===== config.mk =====
export PLATFORM = sky130hd
export DESIGN_NAME = sync_down_counter
export DESIGN_NICKNAME = d
export VERILOG_FILES = /design/src/rtl/sync_down_counter.sv
export SDC_FILE = /design/constraint.sdc
export NUM_CORES = 1
export LEC_CHECK = 0
export ABC_CLOCK_PERIOD_IN_PS = 3200
export BUFFER_PORTS_ARGS = -buffer_cell sky130_fd_sc_hd__buf_2
export CORE_MARGIN = 2
export CORE_UTILIZATION = 40
export CTS_CLUSTER_DIAMETER = 80
export DETAILED_ROUTE_END_ITERATION = 8
export PLACE_DENSITY = 0.63
export SETUP_SLACK_MARGIN = 0.5
export SYNTH_ARGS = -nofsm -noshare
export SYNTH_HDL_FRONTEND = slang
export SYNTH_SLANG_ARGS = --single-unit
export TNS_END_PERCENT = 30

===== constraint.sdc =====
create_clock -name clk -period 3.2 [get_ports clk]
set_input_delay 0.8 -clock clk [delete_from_list [all_inputs] [get_ports clk]]
set_output_delay 0.8 -clock clk [all_outputs]
set_load 0.01 [all_outputs]

===== src/rtl/sync_down_counter.sv =====
// Synchronous loadable down counter with registered terminal-count pulse and busy flag.
// Define SYNC_DOWN_COUNTER_AUTO_RELOAD_EN for periodic countdown (reload instead of DONE).
module sync_down_counter #(
  parameter int WIDTH = 4
) (
  input  logic             clk,
  input  logic             clear,
  input  logic             load,
  input  logic [WIDTH-1:0] load_val,
  input  logic             en,
  output logic [WIDTH-1:0] q,
  output logic [WIDTH-1:0] qbar,
  output logic             tc,
  output logic             busy
);

  typedef enum logic [1:0] {
    IDLE  = 2'd0,
    COUNT = 2'd1,
    DONE  = 2'd2
  } state_t;

  state_t           r_state;
  logic [WIDTH-1:0] r_q;
  logic [WIDTH-1:0] r_reload;
  logic             r_tc;
  logic             r_busy;

  // Priority on each edge: clear, then load, then enabled count, then hold.
  always_ff @(posedge clk) begin
    if (!clear) begin
      r_state  <= IDLE;
      r_q      <= '0;
      r_reload <= '0;
      r_tc     <= 1'b0;
      r_busy   <= 1'b0;
    end else if (load) begin
      r_q      <= load_val;
      r_reload <= load_val;
      if (load_val != '0) begin
        r_state <= COUNT;
        r_tc    <= 1'b0;
        r_busy  <= 1'b1;
      end else begin
        r_state <= DONE;
        r_tc    <= 1'b1;
        r_busy  <= 1'b0;
      end
    end else begin
      r_tc <= 1'b0;
      case (r_state)
        COUNT: begin
          if (en) begin
            if (r_q > WIDTH'(1)) begin
              r_q <= r_q - WIDTH'(1);
            end else if (r_q == WIDTH'(1)) begin
              r_q  <= '0;
              r_tc <= 1'b1;
`ifndef SYNC_DOWN_COUNTER_AUTO_RELOAD_EN
              r_state <= DONE;
              r_busy  <= 1'b0;
`endif
            end else begin
              // Sitting at zero in COUNT only happens in periodic mode.
              r_q  <= r_reload;
              r_tc <= (r_reload == '0);
            end
          end
        end
        IDLE, DONE: begin
          r_q <= r_q;
        end
        default: begin
          r_state <= IDLE;
          r_busy  <= 1'b0;
        end
      endcase
    end
  end

  assign q    = r_q;
  assign qbar = ~r_q;
  assign tc   = r_tc;
  assign busy = r_busy;

endmodule


==> results of run 1 <==
## critical path: cells and delay by family, from the launching register on
kind	cells	cell delay, ns
flops	1	0.54
buf+inv	2	0.27
## where the power goes
| part | internal, mW | total [mW] | switching [mW] |
|---|---|---|---|
| clock network | 0.0483 | 0.0925 | 0.0443 |
| logic | 0.0331 | 0.0728 | 0.0397 |
| registers | 0.146 | 0.157 | 0.0117 |
## state kept, by name, indices dropped and copies added (netlist names)
name	cells
r_state	2
r_reload	4
tc	1
q	4
## per-layer routing
layer	wire length [um]	global-route usage, %
met4	51	14.5
met2	588	20.9
met5	0	0
met3	71	3.67
met1	666	21.8
## worst paths after layout
| kind | depth (start not counted) | slack [ns] | to |
|---|---|---|---|
| worst max-delay path | 2 | 1.32 | qbar[2] |
| worst min-delay path | 2 | 0.52 | r_reload[3] |
| worst max register to register | 5 | 1.71 | q[0] |
| worst min register to register | 2 | 0.52 | r_reload[3] |
## final cells by class
| class | instances | area, sq um |
|---|---|---|
| inverter | 6 | 22.5 |
| multi-input combinational | 56 | 378 |
| clock buffer | 4 | 26.3 |
| sequential | 11 | 220 |
| fill | 155 | 754 |
| tap | 16 | 20.0 |
| timing repair buffer | 17 | 85.1 |
## cell families after synthesis
group | share of synthesized area [%]
flops | 34.0
fa+ha+maj | 3.87
mux | 4.64
simple gates | 29.2
buf+inv | 7.54
compound gates | 20.7
## Yosys cell counts (all sizes together), types with 3 or more instances
cell	number	area (sq um)
nor2	8	35.0
inv	6	22.5
dfxtp	11	220
o21ai	6	30.0
a21oi	4	20.0
nor3	4	20.0
nor2b	7	43.8
mux2i	3	30.0
nand2	3	11.3
==> impl_metrics.env, run 1 <==
export IMPL_arrival_ns=1.08
export IMPL_gp_congestion=0.792
export IMPL_hold_viol=0
export IMPL_maxSlewHeadroom_pct=74.3
export IMPL_wl_um=1380
export IMPL_syn_to_final_growth_pct=16.2
export IMPL_reg2reg_from="q[0]"
export IMPL_drc_errors=0
export IMPL_crit_start="q[2]"
export IMPL_min_path_type="flip-flop to flip-flop"
export IMPL_ctsResizeCount=0
export IMPL_synth_edf_count=0
export IMPL_period_needed_ns=1.88
export IMPL_setup_slack_ns=1.32
export IMPL_insertion_delay_ns=0.27
export IMPL_cap_violations=0
export IMPL_start_kind="flip-flop"
export IMPL_synth_area_sq_um=647
export IMPL_final_cell_mix="buf_2 (17), dfxtp_1 (11), nor2b_1 (7)"
export IMPL_layout_commonest_cell="buf_2"
export IMPL_postCtsSetupBuffers=0
export IMPL_fin_cells=110
export IMPL_die_x_um=44.2
export IMPL_synth_cell_type_count=30
export IMPL_tightestPinTransition_ns=0.382
export IMPL_wl_per_cell_um=12.5
export IMPL_crit_slowest_cell="dfxtp_1"
export IMPL_drtAntennaViolNets=0
export IMPL_status="finished clean"
export IMPL_start_util_pct=42.9
export IMPL_grt_overflow_total=0
export IMPL_final_area_sq_um=752
export IMPL_dieArea_sq_um=1950
export IMPL_grt_total_usage_pct=16.1
export IMPL_crit_type="flip-flop to output pin"
export IMPL_root_buffer="clkbuf_4"
export IMPL_dp_cells=106
export IMPL_setup_viol=0
export IMPL_yosys_register_bits=11
export IMPL_critPathMaxStageDelay_ns=0.54
export IMPL_num_antenna_cells=0
export IMPL_rsz0062_at_grt="false"
export IMPL_grt_max_degree=12
export IMPL_chipHeight_um=44.2
export IMPL_holdBufCountCts=0
export IMPL_cts_clk_slew_worst_paths_ns=0.07
export IMPL_placed_cell_area_sq_um=726
export IMPL_irDropWorstVdd_v=0.000235
export IMPL_antenna_found_initial=0
export IMPL_grt_pass1_wl_um=2210
export IMPL_io_buffers=17
export IMPL_core_area_sq_um=1510
export IMPL_h_tree_depth=1
export IMPL_ios=18
export IMPL_power_mw=0.323
export IMPL_max_freq_mhz=532
export IMPL_leakagePower_nw=0.320
export IMPL_nets=105
export IMPL_syn_inst=76
export IMPL_hp_start="r_reload[3]"
export IMPL_vias=610
export IMPL_cp_max_fo=9
export IMPL_dp_hpwl_um=1070
export IMPL_crit_path_cell_trace="inv_1 -> buf_2"
export IMPL_fin_setup_tns_ns=0
export IMPL_timing_hold_ws_ns=0.516
export IMPL_cts_sinks=11
export IMPL_yosysWarnings=0
export IMPL_dr_first_iter_drc_count=21
export IMPL_grt_pass1_vias=492
export IMPL_synth_flop_cell="dfxtp_1"
export IMPL_dp_slack_ns=1.37
export IMPL_cts_buffer_depth=2
export IMPL_period_share_pct=58.7
export IMPL_drt_pass1_iter_count=4
export IMPL_powerDensity_nw_per_um2=429
export IMPL_skew_ns=0.00688
export IMPL_yosysSeqAreaShare_pct=34.0
export IMPL_avgSynthCellArea_sq_um=8.51
export IMPL_final_core_util_pct=49.9
export IMPL_via_per_inst=5.55
export IMPL_endpoint_kind="output pin"
export IMPL_ys_async_sr_fraction_pct=0
export IMPL_layout_drive_gt1_share_pct=26.6
export IMPL_crit_required_ns=2.40
export IMPL_fp_row_count=14
export IMPL_syn_nets=86
export IMPL_slew_viol_final=0
export IMPL_cts_tree="done"
export IMPL_numCtsBuffers=3
Power figures use the tool's default switching activity.
==> run 2: changes to the inputs <==
--- a/config.mk
+++ b/config.mk
@@ -5,7 +5,7 @@
 export SDC_FILE = /design/constraint.sdc
 export NUM_CORES = 1
 export LEC_CHECK = 0
-export ABC_CLOCK_PERIOD_IN_PS = 3200
+export ABC_CLOCK_PERIOD_IN_PS = 1800
 export BUFFER_PORTS_ARGS = -buffer_cell sky130_fd_sc_hd__buf_2
 export CORE_MARGIN = 2
 export CORE_UTILIZATION = 40
==> constraint.sdc (replaced) <==
create_clock -name clk -period 1.8 [get_ports clk]
set_input_delay 0.45 -clock clk [delete_from_list [all_inputs] [get_ports clk]]
set_output_delay 0.45 -clock clk [all_outputs]
set_load 0.01 [all_outputs]
==> run 2 against run 1 <==
Effect of this change:
- non-clock buffer count grew 2
- power up 86%
- cell count rose by 1.8%
- first-iteration DRC count fell by 62%
- via count is 2.3% higher
- routed wire length is 8.3% higher
- combinational power increased by 110%
- critical path depth unchanged
- die area is the same
- worst hold slack worse by 0.045 ns
- critical path type unchanged
- largest power group unchanged
- highest routed layer unchanged
==> impl_metrics.env, run 2 (synthesized netlist as in run 1, its figures left out) <==
export IMPL_status="finished clean"
export IMPL_die_x_um=44.2
export IMPL_fin_cells=112
export IMPL_cts_clk_slew_worst_paths_ns=0.06
export IMPL_core_area_sq_um=1510
export IMPL_chipHeight_um=44.2
export IMPL_reg2reg_from="q[1]"
export IMPL_dp_cells=106
export IMPL_r2r_end="q[3]"
export IMPL_dp_hpwl_um=1070
export IMPL_syn_to_final_growth_pct=26.7
export IMPL_vias=624
export IMPL_via_per_inst=5.57
export IMPL_ios=18
export IMPL_drtAntennaViolNets=0
export IMPL_start_util_pct=42.9
export IMPL_p_seq_share_pct=46.0
export IMPL_power_clock_fraction_pct=27.9
export IMPL_dr_first_iter_drc_count=8
export IMPL_drt_pass1_iter_count=4
export IMPL_start_kind="flip-flop"
export IMPL_cp_max_fo=7
export IMPL_hold_depth=3
export IMPL_tightestPinTransition_ns=0.394
export IMPL_min_path_type="input pin to flip-flop"
export IMPL_nets=107
export IMPL_period_share_pct=72.8
export IMPL_hp_start="load_val[0]"
export IMPL_endpoint_kind="output pin"
export IMPL_cts_buffer_depth=2
export IMPL_grt_overflow_total=0
export IMPL_cts_tree="done"
export IMPL_dieArea_sq_um=1950
export IMPL_irDropWorstVdd_v=0.000375
export IMPL_grt_pass1_vias=596
export IMPL_fill_cells=140
export IMPL_wl_um=1490
export IMPL_cts_sinks=11
export IMPL_r2r_slack_ns=0.51
export IMPL_final_cell_mix="buf_2 (17), nor2b_1 (7), dfxtp_1 (7)"
export IMPL_leakagePower_nw=0.336
export IMPL_power_internal_mw=0.417
export IMPL_power_share_switching_pct=30.6
export IMPL_rsz0062_at_grt="true"
export IMPL_setup_viol=0
export IMPL_grt_max_degree=12
export IMPL_grt_total_usage_pct=17.1
export IMPL_slew_viol_final=0
export IMPL_cap_violations=0
export IMPL_fin_setup_tns_ns=0
export IMPL_maxSlewHeadroom_pct=73.5
export IMPL_switchingPower_mw=0.183
export IMPL_crit_required_ns=1.35
export IMPL_hold_viol=0
export IMPL_drc_errors=0
export IMPL_gp_congestion=0.795
export IMPL_fp_row_count=14
export IMPL_comb_power_share_pct=26.0
export IMPL_layout_drive_gt1_share_pct=40.6
export IMPL_io_buffers=17
export IMPL_arrival_ns=0.86
export IMPL_wl_per_cell_um=13.3
export IMPL_antenna_found_initial=0
export IMPL_critPathCapture="qbar[3]"
export IMPL_powerDensity_nw_per_um2=732
export IMPL_crit_type="flip-flop to output pin"
export IMPL_grt_pass1_wl_um=2550
export IMPL_skew_ns=0.00714
export IMPL_max_freq_mhz=764
export IMPL_h_tree_depth=1
export IMPL_reg2reg_depth=6
export IMPL_root_buffer="clkbuf_4"
export IMPL_num_antenna_cells=0
export IMPL_insertion_delay_ns=0.27
export IMPL_numCtsBuffers=3
export IMPL_crit_start="q[3]"
export IMPL_layout_commonest_cell="buf_2"
export IMPL_period_needed_ns=1.31
==> run 2: cell count changes in the layout (fill, tap and decap cells not counted), moves of 3 or more <==
| cell | before | now |
|---|---|---|
| dfxtp_1 | 11 | 7 |
| dfxtp_4 | 0 | 3 |
| inv_1 | 6 | 3 |
| inv_2 | 0 | 3 |
==> run 2: repair_timing <==
| item | CTS | global route |
|---|---|---|
| setup buffers | 1 | 1 |
| hold buffers | 0 | 0 |
| pin swaps | 1 | 2 |
| resized for setup | 11 | 2 |
| setup endpoints to repair | 7 | 8 |
==> run 2: layout make-up <==
class | instances | area, sq um | share of cell area, %
clock buffers | 4 | 26.3 | 3.21
inverters | 6 | 22.5 | 2.75
multi-input cells | 56 | 418 | 51.0
flip-flops and latches | 11 | 233 | 28.4
well taps | 16 | 20.0 | 2.44
repair buffers | 19 | 100 | 12.2
==> run 2: metal layers <==
layer / global-route usage (%) / part of all wire (%)
met4: 8.48 / 2.6
met2: 26.8 / 46
met1: 22.3 / 46
met3: 3.27 / 5.4
met5: 0 / 0
==> run 2: power by group through the flow <==
stage               clock, mW  combinational (mW)  sequential [mW]
finish                  0.167               0.156            0.276
detailed placement          0               0.131            0.285
floorplan                   0              0.0956            0.283
CTS                     0.170               0.149            0.276
global route            0.189               0.174            0.279
global placement            0               0.132            0.285
==> run 2: how the worst min path moves through the flow <==
stage                   to
2_1_floorplan  r_reload[3]
3_3_place_gp   r_reload[3]
6_report       r_reload[0]
4_1_cts        r_reload[0]
3_5_place_dp   r_reload[3]
5_1_grt               q[1]
==> run 2: critical path, stage by stage (launching register included) <==
cell and delay, ns:
dfxtp_4 0.39, inv_2 0.07, buf_2 0.14
==> run 2: through the flow <==
stage	hold slack (ns)	total power, mW	utilization [%]	instance area, sq um	setup WS [ns]
2_1_floorplan	0.464	0.378	-	654	0.506
3_3_place_gp	0.501	0.417	48.7	733	0.341
3_5_place_dp	0.506	0.416	48.7	733	0.310
4_1_cts	0.466	0.595	53.3	803	0.485
5_1_grt	0.488	0.642	54.4	820	0.421
6_report	0.470	0.600	54.4	820	0.490
==> run 3: changes to the inputs <==
--- a/config.mk
+++ b/config.mk
@@ -5,7 +5,7 @@
 export SDC_FILE = /design/constraint.sdc
 export NUM_CORES = 1
 export LEC_CHECK = 0
-export ABC_CLOCK_PERIOD_IN_PS = 1800
+export ABC_CLOCK_PERIOD_IN_PS = 1320
 export BUFFER_PORTS_ARGS = -buffer_cell sky130_fd_sc_hd__buf_2
 export CORE_MARGIN = 2
 export CORE_UTILIZATION = 40
==> constraint.sdc (replaced) <==
create_clock -name clk -period 1.32 [get_ports clk]
set_input_delay 0.33 -clock clk [delete_from_list [all_inputs] [get_ports clk]]
set_output_delay 0.33 -clock clk [all_outputs]
set_load 0.01 [all_outputs]
==> run 3 against run 2 <==
Effect of this change:
- power up 43%
- sequential power up 38%
- non-clock buffer count grew 6
- clock skew fell by 0.0055 ns
- worst hold slack worse by 0.14 ns
- cell area rose by 9.2%
- setup slack worse by 0.42 ns
- critical path depth rose by 4
- largest power group unchanged
- register-to-register slack worse by 0.44 ns
==> impl_metrics.env, run 3 (synthesized netlist as in run 1, its figures left out) <==
export IMPL_fin_cells=118
export IMPL_root_buffer="clkbuf_4"
export IMPL_chipHeight_um=44.2
export IMPL_dr_first_iter_drc_count=19
export IMPL_crit_required_ns=1.53
export IMPL_irDropWorstVdd_v=0.000681
export IMPL_dieArea_sq_um=1950
export IMPL_antenna_found_initial=0
export IMPL_power_mw=0.859
export IMPL_layout_drive_gt1_share_pct=44.1
export IMPL_period_share_pct=95.0
export IMPL_num_antenna_cells=0
export IMPL_grt_total_usage_pct=18.1
export IMPL_crit_path_cell_trace="inv_4 -> ha_4 -> buf_4 -> a311oi_1 -> nor2_1 -> nor3b_2"
export IMPL_core_area_sq_um=1510
export IMPL_holdPathEnd="r_reload[0]"
export IMPL_wl_per_cell_um=13.1
export IMPL_syn_to_final_growth_pct=38.3
export IMPL_grt_overflow_total=0
export IMPL_fill_cells=146
export IMPL_ios=18
export IMPL_vias=657
export IMPL_r2r_slack_ns=0.07
export IMPL_period_needed_ns=1.25
export IMPL_final_area_sq_um=895
export IMPL_endpoint_kind="flip-flop"
export IMPL_reg2reg_depth=6
export IMPL_rsz0062_at_grt="true"
export IMPL_slew_viol_final=0
export IMPL_switchingPower_mw=0.267
export IMPL_nets=113
export IMPL_fin_setup_tns_ns=0
export IMPL_seqCellArea_sq_um=235
export IMPL_dp_hpwl_um=1120
export IMPL_drtAntennaViolNets=0
export IMPL_min_path_type="input pin to flip-flop"
export IMPL_arrival_ns=1.46
export IMPL_maxSlewHeadroom_pct=76.1
export IMPL_hold_viol=0
export IMPL_power_clock_fraction_pct=27.5
export IMPL_hp_start="load_val[0]"
export IMPL_power_share_switching_pct=31.1
export IMPL_grt_pass1_wl_um=2580
export IMPL_numCtsBuffers=3
export IMPL_cts_tree="done"
export IMPL_crit_type="flip-flop to flip-flop"
export IMPL_hold_depth=3
export IMPL_io_buffers=17
export IMPL_p_seq_share_pct=44.5
export IMPL_layout_commonest_cell="buf_2"
export IMPL_path_delay_family="flip-flops"
export IMPL_grt_pass1_vias=591
export IMPL_reg2reg_from="q[1]"
export IMPL_cap_violations=0
export IMPL_power_internal_mw=0.592
export IMPL_comb_power_share_pct=28.0
export IMPL_crit_slowest_cell="dfxtp_4"
export IMPL_dp_slack_ns=0.0507
export IMPL_cp_num_buf_inv=2
export IMPL_gp_congestion=0.802
export IMPL_status="finished clean"
export IMPL_dp_cells=108
export IMPL_setup_slack_ns=0.0658
export IMPL_drc_errors=0
export IMPL_multi_input_area_sq_um=425
export IMPL_cts_clk_slew_worst_paths_ns=0.07
export IMPL_tightestPinTransition_ns=0.355
export IMPL_final_core_util_pct=59.4
export IMPL_leakagePower_nw=0.373
export IMPL_start_util_pct=42.9
export IMPL_final_cell_mix="buf_2 (15), buf_4 (8), nor2b_1 (7), dfxtp_1 (7), nor2_1 (6)"
export IMPL_skew_ns=0.00165
export IMPL_grt_max_degree=12
export IMPL_setup_viol=0
export IMPL_cp_max_fo=5
export IMPL_placed_cell_area_sq_um=785
export IMPL_die_x_um=44.2
export IMPL_insertion_delay_ns=0.27
export IMPL_timing_hold_ws_ns=0.325
export IMPL_cts_buffer_depth=2
export IMPL_fp_row_count=14
export IMPL_powerDensity_nw_per_um2=960
export IMPL_start_kind="flip-flop"
export IMPL_max_freq_mhz=797
export IMPL_drt_pass1_iter_count=5
export IMPL_critPathMaxStageDelay_ns=0.36
export IMPL_h_tree_depth=1
export IMPL_cts_sinks=11
export IMPL_wl_um=1550
export IMPL_via_per_inst=5.57
export IMPL_r2r_end="r_state[0]"
==> run 3: cell type report <==
type | count | area share, %
inverter | 6 | 3.36
multi-input combinational | 56 | 47.6
clock buffer | 4 | 2.94
sequential | 11 | 26.3
tap | 16 | 2.24
timing repair buffer | 25 | 17.6
==> run 3: routing by layer <==
layer	up-vias	track usage (%)	part of all wire, %
met5	-	0	0
met4	0	9.09	2.4
met3	7	3.67	6.0
met2	24	27.9	45
met1	300	23.9	47
li1	326	-	-
==> run 3: worst register-to-register path, delay by kind of cell (launching register included) <==
kind,cells,cell delay (ns)
DFF,1,0.36
buffers and inverters,2,0.19
AOI/OAI and AO/OA,1,0.22
and+or+nand+nor,2,0.25
adders and majority gates,1,0.18
==> run 3: worst max path at each step <==
stage               cells past startpoint  from          to  slack, ns
finish                                  6  q[1]  r_state[0]       0.07
global route                            6  q[1]        q[3]      0.003
CTS                                     5  q[0]        q[3]       0.07
detailed placement                      5  load  r_state[1]       0.05
global placement                        6  q[1]        q[2]       0.05
floorplan                               6  q[1]        q[3]       0.11
==> run 3: what timing repair did <==
item	4_1_cts	5_1_grt
gates resized for setup	8	4
setup endpoints to repair	17	18
pin swaps	2	3
hold buffers	0	0
endpoints found under the hold margin	0	0
buffers inserted	4	2
==> run 3: power by group through the flow <==
stage	Sequential, mW	Clock, mW	Combinational [mW]
finish	0.382	0.236	0.240
global route	0.385	0.256	0.263
CTS	0.380	0.241	0.228
detailed placement	0.392	0	0.198
global placement	0.392	0	0.198
floorplan	0.388	0	0.143
